`src/rtl/hack_seq_ctrl_if.sv`:
```
// Instruction-memory fetch interface for the Hack sequencer.
//
// Purpose: bundles the req/ack fetch handshake between the sequencer (master)
// and the instruction memory (slave).
//
// Signals:
//   req   - fetch request, held high by the master until acknowledged
//   addr  - fetch address (PC_W bits), stable while req is high
//   ack   - fetch complete; rdata valid in the same cycle (may be combinational)
//   rdata - fetched instruction (INSTR_W bits)
interface hack_seq_ctrl_if #(
    parameter int unsigned PC_W    = 15,
    parameter int unsigned INSTR_W = 16
);
    logic               req;
    logic [PC_W-1:0]    addr;
    logic               ack;
    logic [INSTR_W-1:0] rdata;

    modport master (
        output req,
        output addr,
        input  ack,
        input  rdata
    );

    modport slave (
        input  req,
        input  addr,
        output ack,
        output rdata
    );
endinterface

```
`src/rtl/hack_seq_ctrl.sv`:
```
// Multi-cycle instruction sequencer for the Hack CPU.
//
// Purpose: fetches each instruction over the imem req/ack handshake, latches it,
// strobes the datapath for one commit cycle, then updates the PC (sequential or
// jump to A). A taken jump to the current PC parks the CPU in HALT when
// HALT_DETECT is set.
//
// Ports:
//   clk      - system clock
//   rst      - synchronous active-high reset
//   run      - sequencing enable, sampled in IDLE and at the end of EXEC
//   imem     - fetch interface (master): req, addr, ack, rdata
//   instr    - latched current instruction
//   exec_en  - one-cycle datapath commit strobe
//   jumpctrl - jump-condition result for instr, valid during EXEC
//   a_reg    - A-register value (jump target), valid during EXEC
//   pc       - program counter
//   halted   - high while in HALT
module hack_seq_ctrl #(
    parameter int unsigned PC_W        = 15,
    parameter int unsigned INSTR_W     = 16,
    parameter int unsigned HALT_DETECT = 1
) (
    input  logic                clk,
    input  logic                rst,
    input  logic                run,
    hack_seq_ctrl_if.master     imem,
    output logic [INSTR_W-1:0]  instr,
    output logic                exec_en,
    input  logic                jumpctrl,
    input  logic [PC_W-1:0]     a_reg,
    output logic [PC_W-1:0]     pc,
    output logic                halted
);

    typedef enum logic [1:0] {StIdle, StFetch, StExec, StHalt} state_e;

    state_e              state_q, state_d;
    logic [PC_W-1:0]     pc_q, pc_d;
    logic [INSTR_W-1:0]  instr_q, instr_d;

    logic                is_c_instr;
    logic                jump_taken;
    logic                halt_hit;

    // An A-instruction never jumps, whatever jumpctrl says.
    assign is_c_instr = instr_q[INSTR_W-1];
    assign jump_taken = is_c_instr && jumpctrl;
    // A taken jump onto itself can never make progress, so treat it as a halt.
    assign halt_hit   = (HALT_DETECT != 0) && jump_taken && (a_reg == pc_q);

    // State register
    always_ff @(posedge clk) begin
        if (rst) begin
            state_q <= StIdle;
        end else begin
            state_q <= state_d;
        end
    end

    // Next-state logic
    always_comb begin
        state_d = state_q;
        unique case (state_q)
            StIdle: begin
                if (run) state_d = StFetch;
            end
            StFetch: begin
                // run is not sampled here: a started fetch always completes.
                if (imem.ack) state_d = StExec;
            end
            StExec: begin
                if (halt_hit) begin
                    state_d = StHalt;
                end else if (run) begin
                    state_d = StFetch;
                end else begin
                    state_d = StIdle;
                end
            end
            StHalt: begin
                state_d = StHalt;
            end
            default: state_d = StIdle;
        endcase
    end

    // Outputs are pure decodes of the registered state.
    always_comb begin
        imem.req  = (state_q == StFetch);
        imem.addr = pc_q;
        exec_en   = (state_q == StExec);
        halted    = (state_q == StHalt);
        instr     = instr_q;
        pc        = pc_q;
    end

    // PC and instruction register next-state
    always_comb begin
        pc_d    = pc_q;
        instr_d = instr_q;
        if (state_q == StFetch && imem.ack) begin
            instr_d = imem.rdata;
        end
        if (state_q == StExec && !halt_hit) begin
            if (jump_taken) begin
                pc_d = a_reg;
            end else begin
                pc_d = pc_q + PC_W'(1);
            end
        end
    end

    always_ff @(posedge clk) begin
        if (rst) begin
            pc_q    <= '0;
            instr_q <= '0;
        end else begin
            pc_q    <= pc_d;
            instr_q <= instr_d;
        end
    end

endmodule

```
`src/flat_wrapper.sv`:
```
// flat-port wrapper written by rule: the top's interface ports become plain ports
module hack_seq_ctrl_flat 
#(
    parameter int unsigned PC_W        = 15,
    parameter int unsigned INSTR_W     = 16,
    parameter int unsigned HALT_DETECT = 1
)
  (clk, rst, run, instr, exec_en, jumpctrl, a_reg, pc, halted, imem_req, imem_addr, imem_ack, imem_rdata);
  hack_seq_ctrl_if #(.PC_W(PC_W), .INSTR_W(INSTR_W)) imem_i ();
  input  logic clk;
  input  logic rst;
  input  logic run;
  output logic [INSTR_W-1:0] instr;
  output logic exec_en;
  input  logic jumpctrl;
  input  logic [PC_W-1:0] a_reg;
  output logic [PC_W-1:0] pc;
  output logic halted;
  output wire logic [$bits(imem_i.req)-1:0] imem_req;
  output wire logic [$bits(imem_i.addr)-1:0] imem_addr;
  input wire logic [$bits(imem_i.ack)-1:0] imem_ack;
  input wire logic [$bits(imem_i.rdata)-1:0] imem_rdata;
  assign imem_req = imem_i.req;
  assign imem_addr = imem_i.addr;
  assign imem_i.ack = imem_ack;
  assign imem_i.rdata = imem_rdata;
  hack_seq_ctrl #(.PC_W(PC_W), .INSTR_W(INSTR_W), .HALT_DETECT(HALT_DETECT)) u_core (.clk(clk), .rst(rst), .run(run), .imem(imem_i), .instr(instr), .exec_en(exec_en), .jumpctrl(jumpctrl), .a_reg(a_reg), .pc(pc), .halted(halted));
endmodule
```
`config.mk`:
```
export PLATFORM = sky130hd
export DESIGN_NAME = hack_seq_ctrl_flat
export DESIGN_NICKNAME = d
export VERILOG_FILES = /design/src/rtl/hack_seq_ctrl_if.sv /design/src/rtl/hack_seq_ctrl.sv /design/src/flat_wrapper.sv
export SDC_FILE = /design/constraint.sdc
export NUM_CORES = 1
export LEC_CHECK = 0
export ABC_AREA = 1
export ABC_CLOCK_PERIOD_IN_PS = 2100
export CAP_MARGIN = 10
export CORE_ASPECT_RATIO = 1.4
export CORE_MARGIN = 3
export CORE_UTILIZATION = 44
export DETAILED_ROUTE_END_ITERATION = 12
export PLACE_DENSITY_LB_ADDON = 0.3
export SKIP_LAST_GASP = 1
export SLEW_MARGIN = 25
export SYNTH_ARGS = -nofsm -noshare
export SYNTH_HDL_FRONTEND = slang
export SYNTH_SLANG_ARGS = --single-unit
export TNS_END_PERCENT = 5
```
`constraint.sdc`:
```
create_clock -name clk -period 2.1 [get_ports clk]
set_input_delay 0.315 -clock clk [delete_from_list [all_inputs] [get_ports clk]]
set_output_delay 0.315 -clock clk [all_outputs]
set_load 0.01 [all_outputs]
```
### After elaboration in Yosys (flattened, before gate mapping)

Cells that the tools add are included.

| storage, ports and cells | value |
|---|---|
| register bits after elaboration | 33 |
| input bits | 36 |
| output and inout bits | 49 |
| word-level logic and storage cells | 23 |

| operators by class | value |
|---|---|
| $add $sub $neg | 1 |
| eq/ne operators | 6 |
| muxes and demuxes | 6 |
| reductions and logical operators | 7 |

Operator list:

| cell | count |
|---|---|
| 15-bit by 1-bit adder with 15-bit output (second input constant) | 1 |
| 15-bit == test | 1 |
| 15-bit 2-to-1 mux | 1 |
| 2-bit one-hot mux with 4 select lines | 1 |
| 2-bit 2-to-1 mux | 3 |
| 2-bit == test (second input constant) | 2 |
| 1-bit logical AND | 4 |
| 2-bit by 1-bit == test with 1-bit output (second input constant) | 1 |
| 2-bit zero test | 1 |
| 2-bit by 1-bit != test with 1-bit output (second input constant) | 1 |
| 2-bit != test (second input constant) | 1 |
| 2-bit AND reduction | 1 |
| 1-bit zero test | 1 |
| 1-bit 2-to-1 mux | 1 |

### Longest topological paths before layout

Gate-level depths: netlist of the first run.

| logic depth | value |
|---|---|
| depth after elaboration | 4 |
| depth in mapped cells | 12 |
| depth with buffers taken out | 11 |

### Worst setup path before layout of the first run

OpenSTA, ideal clock, no wires.

| timing path | value |
|---|---|
| kind | reg2reg |
| start | register u_core.pc_q[1], in the netlist u_core.imem.addr[1] |
| end | register u_core.pc_q[14], in the netlist u_core.imem.addr[14] |
| library setup time | 0.069 ns |
| arrival time | 1.503 ns |
| required time | 2.031 ns |
| path slack | 0.529 ns |
| cell stages (with the launch flop) | 10 |
| path buffers | 0 |
| clock period less this slack | 1.571 ns |
| path through | dfxtp_1 > ha_1 > nand3_1 > nor2_1 > nand3_1 > nand2_1 > nand3_1 > o21ai_1 > nand2_1 > a21oi_2 |

| on the way | value |
|---|---|
| longest elaborated chain between the ends | 4 |
| elaborated cells on any way between the ends | 6 |
| classes of those cells | add/sub: 1; eq/ne: 1; mux: 1; reduce/logical: 3 |

RTL lines:

| item | line | RTL |
|---|---|---|
| start, declared | hack_seq_ctrl.sv:39 | `logic [PC_W-1:0] pc_q, pc_d;` |
| start signal, assigned | hack_seq_ctrl.sv:119 | `pc_q <= pc_d;` |
| branches (longest 4 deep; another with 15-bit by 1-bit adder with 15-bit output) | - |  |

Parallel ways; which one is timed is not known.
A chain may end at the register's enable or synchronous reset.

### Worst setup path in the final report of the first run

| timing path | value |
|---|---|
| start | register u_core.state_q[1] |
| end | output exec_en |

| on the way | value |
|---|---|
| longest elaborated chain between the ends | 1 |

RTL lines:

| item | line | RTL |
|---|---|---|
| start, declared | hack_seq_ctrl.sv:38 | `state_e state_q, state_d;` |
| start signal, assigned | hack_seq_ctrl.sv:55 | `state_q <= StIdle;` |
| start signal, assigned | hack_seq_ctrl.sv:57 | `state_q <= state_d;` |
| 2-bit == test | hack_seq_ctrl.sv:92 | `exec_en = (state_q == StExec);` |
| end, declared | flat_wrapper.sv:14 | `output logic exec_en;` |

No other way between the ends.

==> impl_metrics.ini, run 1 <==
[placement]
dpl_worst_slack_ns = 0.06914
hpwl_um = 4767
dpl.cell_count = 478
port_buffers = 84
place.gp.congestion = 0.8788

[grt]
grt_pass1_wl_um = 10250
grt_use_total = 0.2226
grt_max_degree = 23
grt_pass1_vias = 2386
overflow = 0
grt_antenna_before_repair = 0

[flow_run]
drv_cap = 0

[sta]
max_clock_freq_mhz = 506.7
rsz0062_at_grt = false
min_period_over_period = 0.9397
setup_viol = 0
hold_viol = 0
slew_violations = 0
final.setup.worst_slack_ns = 0.1266
tightest_slew_ns = 0.6301
fin_tns_setup_ns = 0
slew_headroom = 0.5799
clock_skew_ns = 0.01046
period_needed_ns = 1.973

[detailed_routing]
wire_per_inst_um = 12.84
routed_via_density = 5.148
drt_iter0_drc = 58
num_vias = 2502
wirelength_um = 6241
drc = 0
antenna_left = 0
dr.pass1.iters = 4

[setup_path]
crit_type = reg2out
cpLargestDelayFamily = buffers and inverters
cp_data_arrival_time_ns = 1.66
required_ns = 1.78
path_cells = inv_2 > nor2_4 > clkdlybuf4s50_1
slowest_stage = clkdlybuf4s50_1
crit_path_end_kind = primary output
cp_slowest_stage_delay_ns = 0.60
startpoint_type = register
path_max_fanout = 9
crit_buf_inv = 2

[final_layout]
fin_nets = 460
drive_gt1_frac = 0.1061
areaGrowthSynthToFinish_pct = 42.44
final_cells = 486
insertedDiodeCount = 0

[floorplan]
die_w_um = 65.31
dieArea_um2 = 5815
initial_core_util = 0.4666
die_y_um = 89.04
ioPinCount = 85
coreArea_um2 = 4644
rows = 29

[yosys]
yosysSeqAreaShare = 0.3048
netlist_top_cells_count = 117 x nand2_1, 34 x nand3_1, 33 x dfxtp_1
syn-num-nets = 389
yosys.area.top_type = dfxtp_1
yosys_warnings = 0
synth.avg_cell_area_um2 = 6.156
synth_area_um2 = 2167
synth_top_area_share = 0.3048
synth_ff_type = dfxtp_1
synth_cell_types = 25
netlist_instances = 352
synth-edff-count = 0
synth_area_leaders = dfxtp_1 30%, nand2_1 20%, nand3_1 7.9%
ys_ff_latch = 33
async_reset_ff_frac = 0
yosysMostFrequentCell = nand2_1

[power_and_ir_drop]
power_leakage_nw = 1.194
ir_drop_v = 0.0002772
power_density_nw_per_um2 = 503.3
fin_total_pwr_mw = 1.553

[clock_tree]
h-tree-depth = 2
cts.sinks = 33
numCtsBuffers = 5
clkLatencyLatePin_ns = 0.28
clockBufferDepth = 2
cts_tree = built
path_clk_slew_ns = 0.07
cts_root_buf = clkbuf_8

[outcome]
status = complete, no violations

[min_path]
hp-class = reg2reg
==> cells by family after synthesis <==
| logic type | Yosys count | share of synthesized area |
|---|---|---|
| flops | 33 | 0.3048 |
| fa+ha+maj | 1 | 0.005773 |
| buf+inv | 66 | 0.1495 |
| simple gates | 198 | 0.3932 |
| xor+xnor | 2 | 0.008085 |
| compound gates | 52 | 0.1386 |
==> path summary, 6_finish.rpt <==
check	startpoint	endpoint	slack [ns]	cells past startpoint
hold / removal	u_core.instr[14]	u_core.instr[14]	0.46	2
hold reg to reg	u_core.instr[14]	u_core.instr[14]	0.46	2
setup reg to reg	u_core.imem.addr[2]	u_core.imem.addr[13]	0.28	8
setup / recovery	u_core.state_q[1]	exec_en	0.13	3
==> per-stage QoR <==
stage	instance area (um2)	hold slack [ns]	util
CTS	3084	0.4626	0.6641
floorplan	2167	0.4795	-
global route	3087	0.4864	0.6646
detailed placement	2964	0.4516	0.6382
finish	3087	0.4610	0.6646
global placement	2964	0.4484	0.6382
==> layout by cell type (no fill, tap or decap), types with 3 or more instances in the layout <==
master,instances
dfxtp_1,33
o21ai_0,10
o22ai_1,3
buf_4,8
nand2_2,4
nand2_1,117
inv_2,9
clkbuf_8,6
nand3_1,34
nand4_1,5
nor2_4,3
nor2_1,29
nor2_2,3
a21oi_1,22
a21oi_2,8
o21ai_1,6
inv_1,29
clkdlybuf4s50_1,84
==> repair_timing <==
action | 4_1_cts | 5_1_grt
hold buffers | 0 | 0
setup endpoints to repair | 0 | 1
resized for setup | 0 | 1
buffers inserted | 0 | 0
endpoints found under the hold margin | 0 | 0
==> tightest hold or removal path, stage by stage, from the launching register on <==
cell,delay [ns]
dfxtp_1,0.31
nand2_1,0.06
a21oi_1,0.05
==> metal layers <==
metal,global-route usage,vias to the layer above,part of all wire
met4,0.08679,0,0.026
met5,0,-,0
li1,-,1250,-
met1,0.2399,1139,0.39
met3,0.03899,16,0.069
met2,0.4258,97,0.52
==> area by class of cell <==
type	instances	area (um2)
Clock buffer	6	82.58
Clock inverter	2	37.54
Fill cell	452	1558
Inverter	38	142.6
Multi-Input combinational cell	253	1185
Sequential cell	33	660.6
Tap cell	62	77.57
Timing Repair Buffer	92	900.9
==> state kept, by name, indices dropped and copies added (netlist names) <==
| register | cells |
|---|---|
| u_core.imem.addr | 15 |
| u_core.instr | 16 |
| u_core.state_q | 2 |
==> power by group <==
group          switching (mW)  internal, mW
logic                   0.124         0.139
clock network           0.243         0.386
registers              0.0179         0.644
total                   0.385          1.17
No activity file was read; power rests on OpenSTA's default activity.
==> run 2: changes to the inputs <==
Settings changed: HOLD_SLACK_MARGIN from default to 0.06, RECOVER_POWER from default to 100, SKIP_CTS_REPAIR_TIMING from default to 1.
==> run 2 against run 1 <==
Effect of this change: flip-flop and latch count did not move; sequential power about the same; clock power is essentially flat; clock skew down 0.0012 ns; register-to-register slack is essentially flat; via count unchanged; total power is 0.88% lower.
==> impl_metrics.ini, run 2 (synthesis gave the netlist of run 1 again) <==
[final_layout]
mostFrequentLayoutCell = nand2_1
fillCellCount = 455
fin_util = 0.6600
layout_common_cells = 118 x nand2_1, 48 x dlygate4sd3_1, 36 x clkdlybuf4s50_1
multiInputGateArea_um2 = 1166
largest_reg_flops = 16
fin_area_um2 = 3065
areaGrowthSynthToFinish_pct = 41.45
seqCellArea_um2 = 660.6
fin_nets = 460
drive_gt1_frac = 0.08962
insertedDiodeCount = 0

[power_and_ir_drop]
power_switching_mw = 0.3810
power_leakage_nw = 1.356
power_density_nw_per_um2 = 502.3
combPwrFrac = 0.163
switching_share = 0.2474
power_frac_seq = 0.429
ir_drop_v = 0.0002758
intPower_mw = 1.159
power_frac_clock = 0.408

[clock_tree]
cts_root_buf = clkbuf_8
cts.sinks = 33
clkLatencyLatePin_ns = 0.28
numCtsBuffers = 5
h-tree-depth = 2
path_clk_slew_ns = 0.07
cts_tree = built
clockBufferDepth = 2

[sta]
max_clock_freq_mhz = 505.6
min_period_over_period = 0.9418
slew_violations = 0
rsz0062_at_grt = false
fin_tns_setup_ns = 0
slew_headroom = 0.5865
setup_viol = 0
clock_skew_ns = 0.009260
period_needed_ns = 1.978
hold_viol = 0
tightest_slew_ns = 0.6203

[floorplan]
coreArea_um2 = 4644
rows = 29
dieArea_um2 = 5815
initial_core_util = 0.4666
ioPinCount = 85
die_y_um = 89.04
die_w_um = 65.31

[min_path]
hp-class = reg2reg

[setup_path]
slowest_stage = clkdlybuf4s50_1
required_ns = 1.78
startpoint_type = register
crit_type = reg2out
crit_path_end_kind = primary output
path_max_fanout = 9
cp_slowest_stage_delay_ns = 0.60
path_cells = inv_1 > nor2_4 > clkdlybuf4s50_1
crit_buf_inv = 2
cp_data_arrival_time_ns = 1.66
cpLargestDelayFamily = buffers and inverters

[outcome]
status = complete, no violations

[grt]
grt_max_degree = 23
grt_use_total = 0.2226
grt_pass1_vias = 2386
overflow = 0
grt_antenna_before_repair = 0
grt_pass1_wl_um = 10250

[detailed_routing]
antenna_left = 0
dr.pass1.iters = 4
wirelength_um = 6218
drt_iter0_drc = 53
wire_per_inst_um = 12.79
routed_via_density = 5.148
num_vias = 2502
drc = 0

[placement]
hpwl_um = 4767
place_area_um2 = 2964
place.gp.congestion = 0.8788
port_buffers = 84

[flow_run]
drv_cap = 0
[run 2: changes by cell type in the layout (fill, tap and decap cells not counted), sizes merged]
cell,change
clkdlybuf4s50,-48
clkbuf,+1
dlygate4sd3,+48
buf,-1
[run 2: worst reg2reg max path, cell delays in order (launching register included)]
cell and delay [ns]:
dfxtp_1 0.42, inv_1 0.10, nor2_1 0.17, clkbuf_2 0.35
nand2_1 0.41, nand2_1 0.17, a21oi_1 0.07
[run 2: final cells by class]
cell class / instances / area share
clock buffer: 6 / 0.02694
clock inverter: 2 / 0.01224
inverter: 38 / 0.04653
multi-input combinational: 253 / 0.3804
sequential: 33 / 0.2155
tap: 62 / 0.02531
timing repair buffer: 92 / 0.2931
[run 2: per-layer routing]
| metal | part of all wire | track usage | routed length, um |
|---|---|---|---|
| met3 | 0.062 | 0.03899 | 385 |
| met1 | 0.38 | 0.2399 | 2387 |
| met5 | 0 | 0 | 0 |
| met4 | 0.025 | 0.08679 | 157 |
| met2 | 0.53 | 0.4258 | 3287 |
[run 2: path summary, 6_finish.rpt]
kind	startpoint	to	slack, ns	cells after the start
setup / recovery	u_core.state_q[1]	exec_en	0.12	3
hold / removal	u_core.instr[14]	u_core.instr[14]	0.46	2
setup reg to reg	u_core.state_q[0]	u_core.instr[7]	0.29	6
hold reg to reg	u_core.instr[14]	u_core.instr[14]	0.46	2
[run 2: metrics by stage]
stage               total power, mW  cells  worst slack [ns]  hold slack [ns]
floorplan                    0.8002    352            0.5287           0.4795
CTS                           1.569    486            0.1274           0.4626
finish                        1.540    486            0.1223           0.4567
global route                  1.603    486           0.04918           0.4837
global placement             0.9356    478            0.1398           0.4484
detailed placement           0.9388    478           0.06914           0.4516
[run 2: power by group through the flow]
stage,sequential (mW),combinational [mW],clock (mW)
floorplan,0.682,0.118,0
global placement,0.676,0.260,0
detailed placement,0.676,0.263,0
CTS,0.662,0.264,0.643
global route,0.663,0.278,0.663
finish,0.660,0.251,0.628
==> run 3: changes to the inputs <==
Settings changed: SLEW_MARGIN 25 to 30.
==> results of run 3 <==
Same layout as run 2: the final DEF is identical, and so are final timing and power.
